### src/rtl/gbuff_stream_reader_pkg.sv
// gbuff_stream_reader_pkg: shared global buffer sizes and reader FSM states
package gbuff_stream_reader_pkg;
  localparam int WORD_SIZE = 32;
  localparam int GBUFF_INDX_SIZE = 8;
  typedef enum logic [1:0] {RD_IDLE, RD_RUN, RD_DRAIN, RD_FIN} rd_state_e;
endpackage

### src/rtl/gbuff_stream_reader_if.sv
// gbuff_stream_reader_if: global buffer read port plus downstream valid/ready stream
interface gbuff_stream_reader_if
  import gbuff_stream_reader_pkg::*;
#(
  parameter int WORD_W = WORD_SIZE,
  parameter int INDX_W = GBUFF_INDX_SIZE
);
  logic              gb_wr_en;
  logic [INDX_W-1:0] gb_index;
  logic [WORD_W-1:0] gb_rdata;
  logic              m_valid;
  logic              m_ready;
  logic [WORD_W-1:0] m_data;
  modport master (output gb_wr_en, gb_index, m_valid, m_data, input gb_rdata, m_ready);
  modport slave  (input gb_wr_en, gb_index, m_valid, m_data, output gb_rdata, m_ready);
endinterface

### src/rtl/gbuff_skid_fifo.sv
// gbuff_skid_fifo: 2-entry FIFO with registered head, push+pop allowed at any occupancy
module gbuff_skid_fifo #(
  parameter int WORD_W = 32
) (
  input  logic              clk,
  input  logic              rst,
  input  logic              push,
  input  logic              pop,
  input  logic [WORD_W-1:0] din,
  output logic [WORD_W-1:0] dout,
  output logic              full,
  output logic              empty,
  output logic [1:0]        count
);
  logic [WORD_W-1:0] head_q, head_d, tail_q, tail_d;
  logic [1:0]        cnt_q, cnt_d;
  always_comb begin
    cnt_d  = cnt_q + {1'b0, push} - {1'b0, pop};
    head_d = (pop && cnt_q == 2'd2) ? tail_q : ((push && (pop || cnt_q == 2'd0)) ? din : head_q);
    tail_d = (push && (cnt_q == 2'd2 ? pop : (cnt_q == 2'd1 && !pop))) ? din : tail_q;
  end
  always_ff @(posedge clk or posedge rst) begin
    if (rst) begin
      head_q <= '0;
      tail_q <= '0;
      cnt_q  <= '0;
    end else begin
      head_q <= head_d;
      tail_q <= tail_d;
      cnt_q  <= cnt_d;
    end
  end
  assign dout  = head_q;
  assign full  = cnt_q == 2'd2;
  assign empty = cnt_q == 2'd0;
  assign count = cnt_q;
endmodule

### src/rtl/gbuff_stream_reader.sv
// gbuff_stream_reader: walks an index range of the global buffer and streams the words out
module gbuff_stream_reader
  import gbuff_stream_reader_pkg::*;
#(
  parameter int WORD_W = WORD_SIZE,
  parameter int INDX_W = GBUFF_INDX_SIZE
) (
  input  logic                 clk,
  input  logic                 rst,
  input  logic                 start,
  input  logic [INDX_W-1:0]    base_idx,
  input  logic [INDX_W:0]      length,
  output logic                 busy,
  output logic                 done,
  gbuff_stream_reader_if.master bus
);
  rd_state_e         state_q, state_d;
  logic [INDX_W-1:0] base_q, base_d, idx_q, idx_d;
  logic [INDX_W:0]   len_q, len_d, issued_q, issued_d, popped_q, popped_d;
  logic              inflight_q, inflight_d;
  logic              pop, push, issue, fifo_full, fifo_empty;
  logic [1:0]        fifo_cnt;
  logic [2:0]        occ;
  always_comb begin
    pop        = bus.m_valid & bus.m_ready;
    push       = inflight_q && !(fifo_full && !pop);
    // occupancy the FIFO will see once the in-flight word lands
    occ        = {1'b0, fifo_cnt} + {2'b0, inflight_q} - {2'b0, pop};
    issue      = state_q == RD_RUN && occ < 3'd2;
    state_d    = state_q;
    base_d     = base_q;
    len_d      = len_q;
    issued_d   = issued_q + (INDX_W+1)'(issue);
    popped_d   = popped_q + (INDX_W+1)'(pop);
    inflight_d = issue;
    idx_d      = issue ? base_q + issued_q[INDX_W-1:0] : idx_q;
    case (state_q)
      RD_IDLE: if (start) begin
        base_d   = base_idx;
        len_d    = length;
        issued_d = '0;
        popped_d = '0;
        state_d  = (length == '0) ? RD_FIN : RD_RUN;
      end
      RD_RUN:   state_d = (issued_d == len_q) ? RD_DRAIN : RD_RUN;
      RD_DRAIN: state_d = (popped_d == len_q) ? RD_FIN : RD_DRAIN;
      default:  state_d = RD_IDLE;
    endcase
  end
  always_ff @(posedge clk or posedge rst) begin
    if (rst) begin
      state_q    <= RD_IDLE;
      base_q     <= '0;
      len_q      <= '0;
      issued_q   <= '0;
      popped_q   <= '0;
      inflight_q <= 1'b0;
      idx_q      <= '0;
    end else begin
      state_q    <= state_d;
      base_q     <= base_d;
      len_q      <= len_d;
      issued_q   <= issued_d;
      popped_q   <= popped_d;
      inflight_q <= inflight_d;
      idx_q      <= idx_d;
    end
  end
  gbuff_skid_fifo #(.WORD_W(WORD_W)) u_fifo (
    .clk   (clk),
    .rst   (rst),
    .push  (push),
    .pop   (pop),
    .din   (bus.gb_rdata),
    .dout  (bus.m_data),
    .full  (fifo_full),
    .empty (fifo_empty),
    .count (fifo_cnt)
  );
  assign bus.m_valid  = !fifo_empty;
  assign bus.gb_wr_en = 1'b0;
  assign bus.gb_index = idx_d;
  assign busy         = state_q == RD_RUN || state_q == RD_DRAIN;
  assign done         = state_q == RD_FIN;
endmodule
### src/flat_wrapper.sv
// flat-port wrapper written by rule: the top's interface ports become plain ports
module gbuff_stream_reader_flat import gbuff_stream_reader_pkg::*;
#(
  parameter int WORD_W = WORD_SIZE,
  parameter int INDX_W = GBUFF_INDX_SIZE
)
  (clk, rst, start, base_idx, length, busy, done, bus_gb_wr_en, bus_gb_index, bus_m_valid, bus_m_data, bus_gb_rdata, bus_m_ready);
  gbuff_stream_reader_if #(.WORD_W(WORD_W), .INDX_W(INDX_W)) bus_i ();
  input  logic clk;
  input  logic rst;
  input  logic start;
  input  logic [INDX_W-1:0] base_idx;
  input  logic [INDX_W:0] length;
  output logic busy;
  output logic done;
  output wire logic [$bits(bus_i.gb_wr_en)-1:0] bus_gb_wr_en;
  output wire logic [$bits(bus_i.gb_index)-1:0] bus_gb_index;
  output wire logic [$bits(bus_i.m_valid)-1:0] bus_m_valid;
  output wire logic [$bits(bus_i.m_data)-1:0] bus_m_data;
  input wire logic [$bits(bus_i.gb_rdata)-1:0] bus_gb_rdata;
  input wire logic [$bits(bus_i.m_ready)-1:0] bus_m_ready;
  assign bus_gb_wr_en = bus_i.gb_wr_en;
  assign bus_gb_index = bus_i.gb_index;
  assign bus_m_valid = bus_i.m_valid;
  assign bus_m_data = bus_i.m_data;
  assign bus_i.gb_rdata = bus_gb_rdata;
  assign bus_i.m_ready = bus_m_ready;
  gbuff_stream_reader #(.WORD_W(WORD_W), .INDX_W(INDX_W)) u_core (.clk(clk), .rst(rst), .start(start), .base_idx(base_idx), .length(length), .busy(busy), .done(done), .bus(bus_i));
endmodule
### config.mk
export PLATFORM = sky130hd
export DESIGN_NAME = gbuff_stream_reader_flat
export DESIGN_NICKNAME = d
export VERILOG_FILES = /design/src/rtl/gbuff_stream_reader_pkg.sv /design/src/rtl/gbuff_stream_reader_if.sv /design/src/rtl/gbuff_skid_fifo.sv /design/src/rtl/gbuff_stream_reader.sv /design/src/flat_wrapper.sv
export SDC_FILE = /design/constraint.sdc
export NUM_CORES = 1
export LEC_CHECK = 0
export ABC_CLOCK_PERIOD_IN_PS = 3700
export CORE_ASPECT_RATIO = 1.25
export CORE_MARGIN = 4
export CORE_UTILIZATION = 40
export DETAILED_ROUTE_END_ITERATION = 6
export DONT_BUFFER_PORTS = 1
export MAX_ROUTING_LAYER = met4
export PLACE_DENSITY_LB_ADDON = 0.08
export SYNTH_ARGS = -nofsm -noshare
export SYNTH_HDL_FRONTEND = slang
export SYNTH_SLANG_ARGS = --single-unit
export TNS_END_PERCENT = 30
### constraint.sdc
create_clock -name clk -period 3.7 [get_ports clk]
set_input_delay 0.555 -clock clk [delete_from_list [all_inputs] [get_ports clk]]
set_output_delay 0.555 -clock clk [all_outputs]
set_load 0.02 [all_outputs]
==> results_dict.tcl, run 1 <==
set metrics [dict create \
    run_status "finished, final reports clean" \
    overall_die_width_um 112 \
    netlist_area_um2 5460 \
    critical_path.max_fanout 6 \
    gpl.final_weighted_congestion 0.790 \
    final.setup_skew_ns 0.00693 \
    core_area_um2 13300 \
    dp_slack_ns 0.263 \
    number_of_drc_markers_in_iteration_0 158 \
    dr_total_vias 3531 \
    drt-total-wl_um 11200 \
    yosys_most_used_dff "dfrtp_1" \
    globalRouteTotalUtil 0.152 \
    cp_slowest_cell "dfrtp_1" \
    crit_chain "or2_1 > nand2_1 > nor2_1 > fa_1 > xnor2_1 > nand3_1 > inv_2 > ha_1 > ha_1 > and4_2 > a31oi_1 > a311oi_1 > o2111ai_1 > or3_1 > a21oi_2" \
    required_ns 3.97 \
    asyncSetResetFlopFracSynth 1.00 \
    global_route.overflow_total 0 \
    path_clk_slew_ns 0.08 \
    boundaryPins 97 \
    setup.worst_path.start_class "register" \
    clock_buffer_count_from_cts 9 \
    hold_viol_final 0 \
    syn_avg_cell_area_um2 10.6 \
    arrival_ns 3.63 \
    layout-drive-gt1-share 0.0751 \
    yosys.area.top_type "dfrtp_1" \
    syn_to_final_growth_pct 9.43 \
    worstSetupPathType "reg -> reg" \
    placement.io_buffers 0 \
    clk_path_buf_depth 2 \
    endpoint_kind "register" \
    final.period_utilization 0.908 \
    max_freq_ghz 0.298 \
    tritoncts_clock_tree "done" \
    die_area_um2 15600 \
    vias_in_the_first_global_route 3562 \
    grt_setup_unrepaired "no" \
    crit_family "simple AND/OR/NAND/NOR gates" \
    totalNegativeSetupSlack_ns 0 \
    synthDistinctLibCells 54 \
    core.rowCount 47 \
    finish.instance_area_um2 5970 \
    initial_utilization 0.410 \
    fin_nets 587 \
    cts.repair_timing.setup_buffer_count 0 \
    ir_drop_worst_case_vdd_v 0.000355 \
    final.setup.worst_slack_ns 0.340 \
    n_antenna_cell 0 \
    cpMostUsedCell "ha_1" \
    dp.final_hpwl_um 8100 \
    drv_cap 0 \
    post_synth_edffs 0 \
    critical_path.max_stage_delay_ns 0.45 \
    ys_seq_area_frac 0.514 \
    worst_slew_pin_slew_ns 0.772 \
    timing.max_slew.rel_slack 0.485 \
    worstSkewPairLatency_ns 0.34 \
    floorplan.die.height_um 139 \
    clock-sinks 112 \
    timing_max_transition_violations_final 0 \
    yosys-top-cells-area "dfrtp_1 51%, mux2_1 6.6%, mux2i_1 5.9%, nand2_1 4.8%, ha_1 4.1%" \
    worstPathBufferInverterCount 1 \
    yosysWarningCount 0 \
    vias_per_cell 5.12 \
    nets_in_the_synthesized_netlist 589 \
    leak_pwr_uw 0.00284 \
    detail_route.drc_violations 0 \
    holdCritPathClass "in -> async" \
    synth_top_area_frac 0.514 \
    total_power_uw 4990 \
    cts.htree.levels 3 \
    detail_route.wl_per_cell_um 16.2 \
    power_per_cell_area_nw_per_um2 835 \
    clk_root_buffer_cell "clkbuf_16" \
    grt_start_max_net_pins 65 \
    global_route_wire_length_before_repair_um 18600 \
    synth.ff_latch_count 112 \
    final_period_minus_worst_setup_slack_ns 3.36 \
    grt_antenna_before_repair 0 \
    place_area_um2 5660 \
    detail_route.first_pass.iterations 5 \
    synthesis.instances 516 \
    final_number_of_setup_violating_endpoints 0 \
    fin_util 0.449 \
    drtAntennaViolNets 0 \
]
==> report_power, final <==
group	total, µW	switching, µW	internal (µW)
registers	2340	593	1750
logic	1630	918	709
clock network	1010	460	554
total	4990	1970	3010
==> layout by cell type (no fill, tap or decap), types with 3 or more instances in the layout <==
cell	synthesis	final
dfrtp_1	112	112
a311oi_1	3	3
o21ai_0	4	4
and2_1	5	5
mux2i_1	32	32
mux2_1	32	32
buf_4	3	10
a31oi_1	3	3
nor2_1	55	55
xnor2_1	19	19
nor4_1	3	3
inv_6	0	3
a21oi_1	42	42
ha_1	18	18
inv_1	16	14
o21ai_1	9	9
clkbuf_16	0	9
xor2_1	16	16
nand2_1	70	69
nand3_1	8	8
or2_1	3	3
==> synth_stat cells (2+ instances only) <==
library cell  instances
ha_1                 18
a21oi_1              42
o2111ai_1             2
or2_1                 3
buf_4                 3
mux2i_1              32
nor2_1               55
nand3_1               8
buf_1                 2
nand2_1              70
nor4_1                3
or3_1                 2
buf_2                 4
nor3b_1               2
xor2_1               16
dfrtp_1             112
inv_1                16
o21ai_1               9
nor2b_1               2
or3b_1                2
and2_1                5
o31ai_1               2
clkbuf_1             14
o21ai_0               4
nand2b_1              2
xnor2_1              19
mux2_1               32
nor3_1                2
nor3_2                2
a211oi_1              2
fa_1                  2
a311oi_1              3
a31oi_1               3
==> what timing repair did <==
action / 4_1_cts / 5_1_grt
hold buffers: 0 / 0
setup endpoints to repair: 0 / 1
endpoints found under the hold margin: 0 / 0
gates resized for setup: 0 / 2
==> area by class of cell <==
| cell class | instances | area (µm²) |
|---|---|---|
| well taps | 171 | 214 |
| repair buffers | 11 | 95.1 |
| flip-flops and latches | 112 | 2800 |
| clock inverters | 6 | 73.8 |
| clock buffers | 10 | 239 |
| multi-input cells | 363 | 2480 |
| inverters | 17 | 66.3 |
| fillers | 1283 | 7320 |
==> state kept, by name, indices dropped and copies added, names as in the netlist <==
register              count
u_core.state_q            2
u_core.base_q             8
u_core.popped_q           9
u_core.u_fifo.tail_q     32
u_core.idx_q              8
u_core.inflight_q         1
u_core.issued_q           9
u_core.len_q              9
u_core.u_fifo.dout       32
u_core.u_fifo.count       2
==> cell families after synthesis <==
family                     Yosys count  synth area share
AOI/OAI and AO/OA                   77            0.0835
xor gates and xnor gates            36            0.0603
adders and majority gates           20            0.0486
buffers and inverters               41            0.0339
DFF                                112             0.514
muxes                               64             0.125
other                                1          0.000687
and+or+nand+nor                    165             0.134
==> final timing paths <==
check | end | slack (ns) | start | depth (start not counted)
setup reg to reg | u_core.state_q[1]$_DFFE_PP0P_ | 0.34 | u_core.u_fifo.count[1]$_DFF_PP0_ | 15
min in group clk | u_core.base_q[7]$_DFFE_PP0P_ | 0.31 | base_idx[7] | 2
max in group asynchronous | u_core.popped_q[1]$_DFF_PP0_ | 2.73 | rst | 2
setup / recovery | u_core.state_q[1]$_DFFE_PP0P_ | 0.34 | u_core.u_fifo.count[1]$_DFF_PP0_ | 15
hold reg to reg | u_core.u_fifo.tail_q[11]$_DFFE_PP0P_ | 0.49 | u_core.u_fifo.tail_q[11]$_DFFE_PP0P_ | 1
hold / removal | u_core.u_fifo.dout[1]$_DFFE_PP0P_ | 0.23 | rst | 1
==> layer usage <==
metal	global-route usage	vias to the layer above	routed length [µm]
li1	-	1747	-
met1	0.197	1695	4940
met2	0.239	76	5490
met3	0.0275	13	527
met4	0.0551	0	212
met5	-	-	0
==> through the flow <==
stage	std cells	hold slack (ns)
after CTS	690	0.251
after global routing	690	0.293
after detailed placement	674	0.480
after global placement	674	0.473
after floorplan	516	0.450
final	690	0.229
Note: power is estimated with default switching activity, not from simulation.
==> run 2: changes to the inputs <==
--- a/config.mk
+++ b/config.mk
@@ -9,10 +9,10 @@
 export CORE_ASPECT_RATIO = 1.25
 export CORE_MARGIN = 4
 export CORE_UTILIZATION = 40
+export CTS_CLUSTER_SIZE = 30
 export DETAILED_ROUTE_END_ITERATION = 6
 export DONT_BUFFER_PORTS = 1
 export MAX_ROUTING_LAYER = met4
-export PLACE_DENSITY_LB_ADDON = 0.08
 export SYNTH_ARGS = -nofsm -noshare
 export SYNTH_HDL_FRONTEND = slang
 export SYNTH_SLANG_ARGS = --single-unit
==> run 2 against run 1 <==
Effect of this change: sequential share of layout area up 0.32 points; register-to-register slack lost 0.03 ns; via count down 0.57%; critical endpoint unchanged.
==> results_dict.tcl, run 2 (synthesis results as in run 1) <==
set metrics [dict create \
    final.setup_skew_ns 0.0106 \
    finish.instance_area_um2 5930 \
    cts.repair_timing.setup_buffer_count 0 \
    detail_route.first_pass.iterations 4 \
    global_route_wire_length_before_repair_um 18700 \
    final_cells 690 \
    final_period_minus_worst_setup_slack_ns 3.39 \
    clk_root_buffer_cell "clkbuf_16" \
    syn_to_final_growth_pct 8.74 \
    timing.max_slew.rel_slack 0.538 \
    globalRouteTotalUtil 0.153 \
    overall_die_width_um 112 \
    endpoint_kind "register" \
    vias_per_cell 5.09 \
    required_ns 3.98 \
    core_area_um2 13300 \
    core.rowCount 47 \
    layout_common_cells "111 x dfrtp_1, 69 x nand2_1, 55 x nor2_1" \
    max_freq_ghz 0.295 \
    global_route.overflow_total 0 \
    place_area_um2 5650 \
    totalNegativeSetupSlack_ns 0 \
    final_number_of_setup_violating_endpoints 0 \
    fillCellCount 1290 \
    dp_slack_ns 0.220 \
    multi_input_comb_area_um2 2480 \
    run_status "finished, final reports clean" \
    die_area_um2 15600 \
    setup.worst_path.start_class "register" \
    n_antenna_cell 0 \
    leak_pwr_uw 0.00281 \
    layout-drive-gt1-share 0.0751 \
    drtAntennaViolNets 0 \
    critical_path.max_fanout 6 \
    floorplan.die.height_um 139 \
    final.period_utilization 0.916 \
    clock_buffer_count_from_cts 9 \
    arrival_ns 3.67 \
    holdCritPathClass "in -> async" \
    grt_antenna_before_repair 0 \
    grt_setup_unrepaired "no" \
    grt_start_max_net_pins 65 \
    worstSetupPathType "reg -> reg" \
    detail_route.wl_per_cell_um 16.1 \
    drt-total-wl_um 11100 \
    numPlacedInstances 675 \
    gpl.final_weighted_congestion 0.792 \
    clock-sinks 112 \
    path_clk_slew_ns 0.07 \
    dr_total_vias 3511 \
    timing_max_transition_violations_final 0 \
    initial_utilization 0.410 \
    drv_cap 0 \
    hold_viol_final 0 \
    number_of_drc_markers_in_iteration_0 144 \
    power_per_cell_area_nw_per_um2 826 \
    fin_nets 588 \
    boundaryPins 97 \
    vias_in_the_first_global_route 3688 \
    tritoncts_clock_tree "done" \
    worstSkewPairLatency_ns 0.35 \
    seqCellArea_um2 2800 \
    dp.final_hpwl_um 8040 \
    final.setup.worst_slack_ns 0.312 \
    fin_util 0.446 \
    layout.cells.most_common "dfrtp_1" \
    worst_slew_pin_slew_ns 0.694 \
    cts.htree.levels 3 \
    clk_path_buf_depth 2 \
    ir_drop_worst_case_vdd_v 0.000401 \
    detail_route.drc_violations 0 \
    placement.io_buffers 0 \
]
run 2: cell count changes in the layout (fill, tap and decap cells not counted):
cell,before,now
inv_6,3,0
buf_4,10,12
clkbuf_1,0,2
clkinv_4,2,0
clkinvlp_4,0,2
and4_2,1,0
and4_4,0,1
buf_12,1,0
bufinv_16,1,0
clkbuf_8,1,2
dfrtp_1,112,111
dfrtp_2,0,1
ha_1,18,17
ha_2,0,1
run 2: power by group:
group	internal, µW	switching [µW]	total, µW
combinational	710	923	1630
sequential	1750	598	2350
clock	491	422	913
run 2: worst paths after layout:
kind | cells after the start | start | slack (ns) | to
worst max-delay path | 15 | u_core.u_fifo.count[0]$_DFF_PP0_ | 0.31 | u_core.state_q[1]$_DFFE_PP0P_
worst min-delay path | 1 | rst | 0.19 | u_core.len_q[5]$_DFFE_PP0P_
worst max register to register | 15 | u_core.u_fifo.count[0]$_DFF_PP0_ | 0.31 | u_core.state_q[1]$_DFFE_PP0P_
worst min register to register | 2 | u_core.base_q[5]$_DFFE_PP0P_ | 0.48 | u_core.base_q[5]$_DFFE_PP0P_
max in group asynchronous | 2 | rst | 2.63 | u_core.u_fifo.dout[28]$_DFFE_PP0P_
min in group clk | 2 | length[1] | 0.31 | u_core.len_q[1]$_DFFE_PP0P_
run 2: repair_timing:
action / in CTS / in global routing
hold buffers: 0 / 0
setup endpoints to repair: 0 / 1
gates resized for setup: 0 / 5
run 2: worst max-delay path, cell delays in order, from the launching register on:
cell and delay [ns]:
dfrtp_1 0.43, or2_1 0.26, nand2_1 0.10, nor2_1 0.08, fa_1 0.41, xnor2_1 0.16
nand3_1 0.12, inv_2 0.12, ha_1 0.16, ha_2 0.20, and4_4 0.25, a31oi_1 0.09
a311oi_1 0.30, o2111ai_1 0.16, or3_1 0.34, a21oi_2 0.13
run 2: per-stage QoR:
step | power [µW] | hold WS [ns]
2_1_floorplan | 3570 | 0.450
3_3_place_gp | 3960 | 0.473
3_5_place_dp | 4050 | 0.473
4_1_cts | 4980 | 0.217
5_1_grt | 5290 | 0.262
6_report | 4900 | 0.189
run 2: per-layer routing:
metal	vias up	global-route usage	wire, µm
met3	15	0.0402	684
li1	1746	-	-
met5	-	-	0
met2	80	0.250	5440
met1	1670	0.180	4750
met4	0	0.0608	252
run 2: area by class of cell:
class | count | area share
clock inverters | 2 | 0.00253
repair buffers | 12 | 0.0152
well taps | 171 | 0.0361
multi-input cells | 363 | 0.418
clock buffers | 13 | 0.0439
flip-flops and latches | 112 | 0.473
inverters | 17 | 0.0112
==> run 3: changes to the inputs <==
--- a/config.mk
+++ b/config.mk
@@ -13,6 +13,7 @@
 export DETAILED_ROUTE_END_ITERATION = 6
 export DONT_BUFFER_PORTS = 1
 export MAX_ROUTING_LAYER = met4
+export SKIP_LAST_GASP = 1
 export SYNTH_ARGS = -nofsm -noshare
 export SYNTH_HDL_FRONTEND = slang
 export SYNTH_SLANG_ARGS = --single-unit
==> results of run 3 <==
The final DEF is identical to that of run 2; final timing and power are the same.
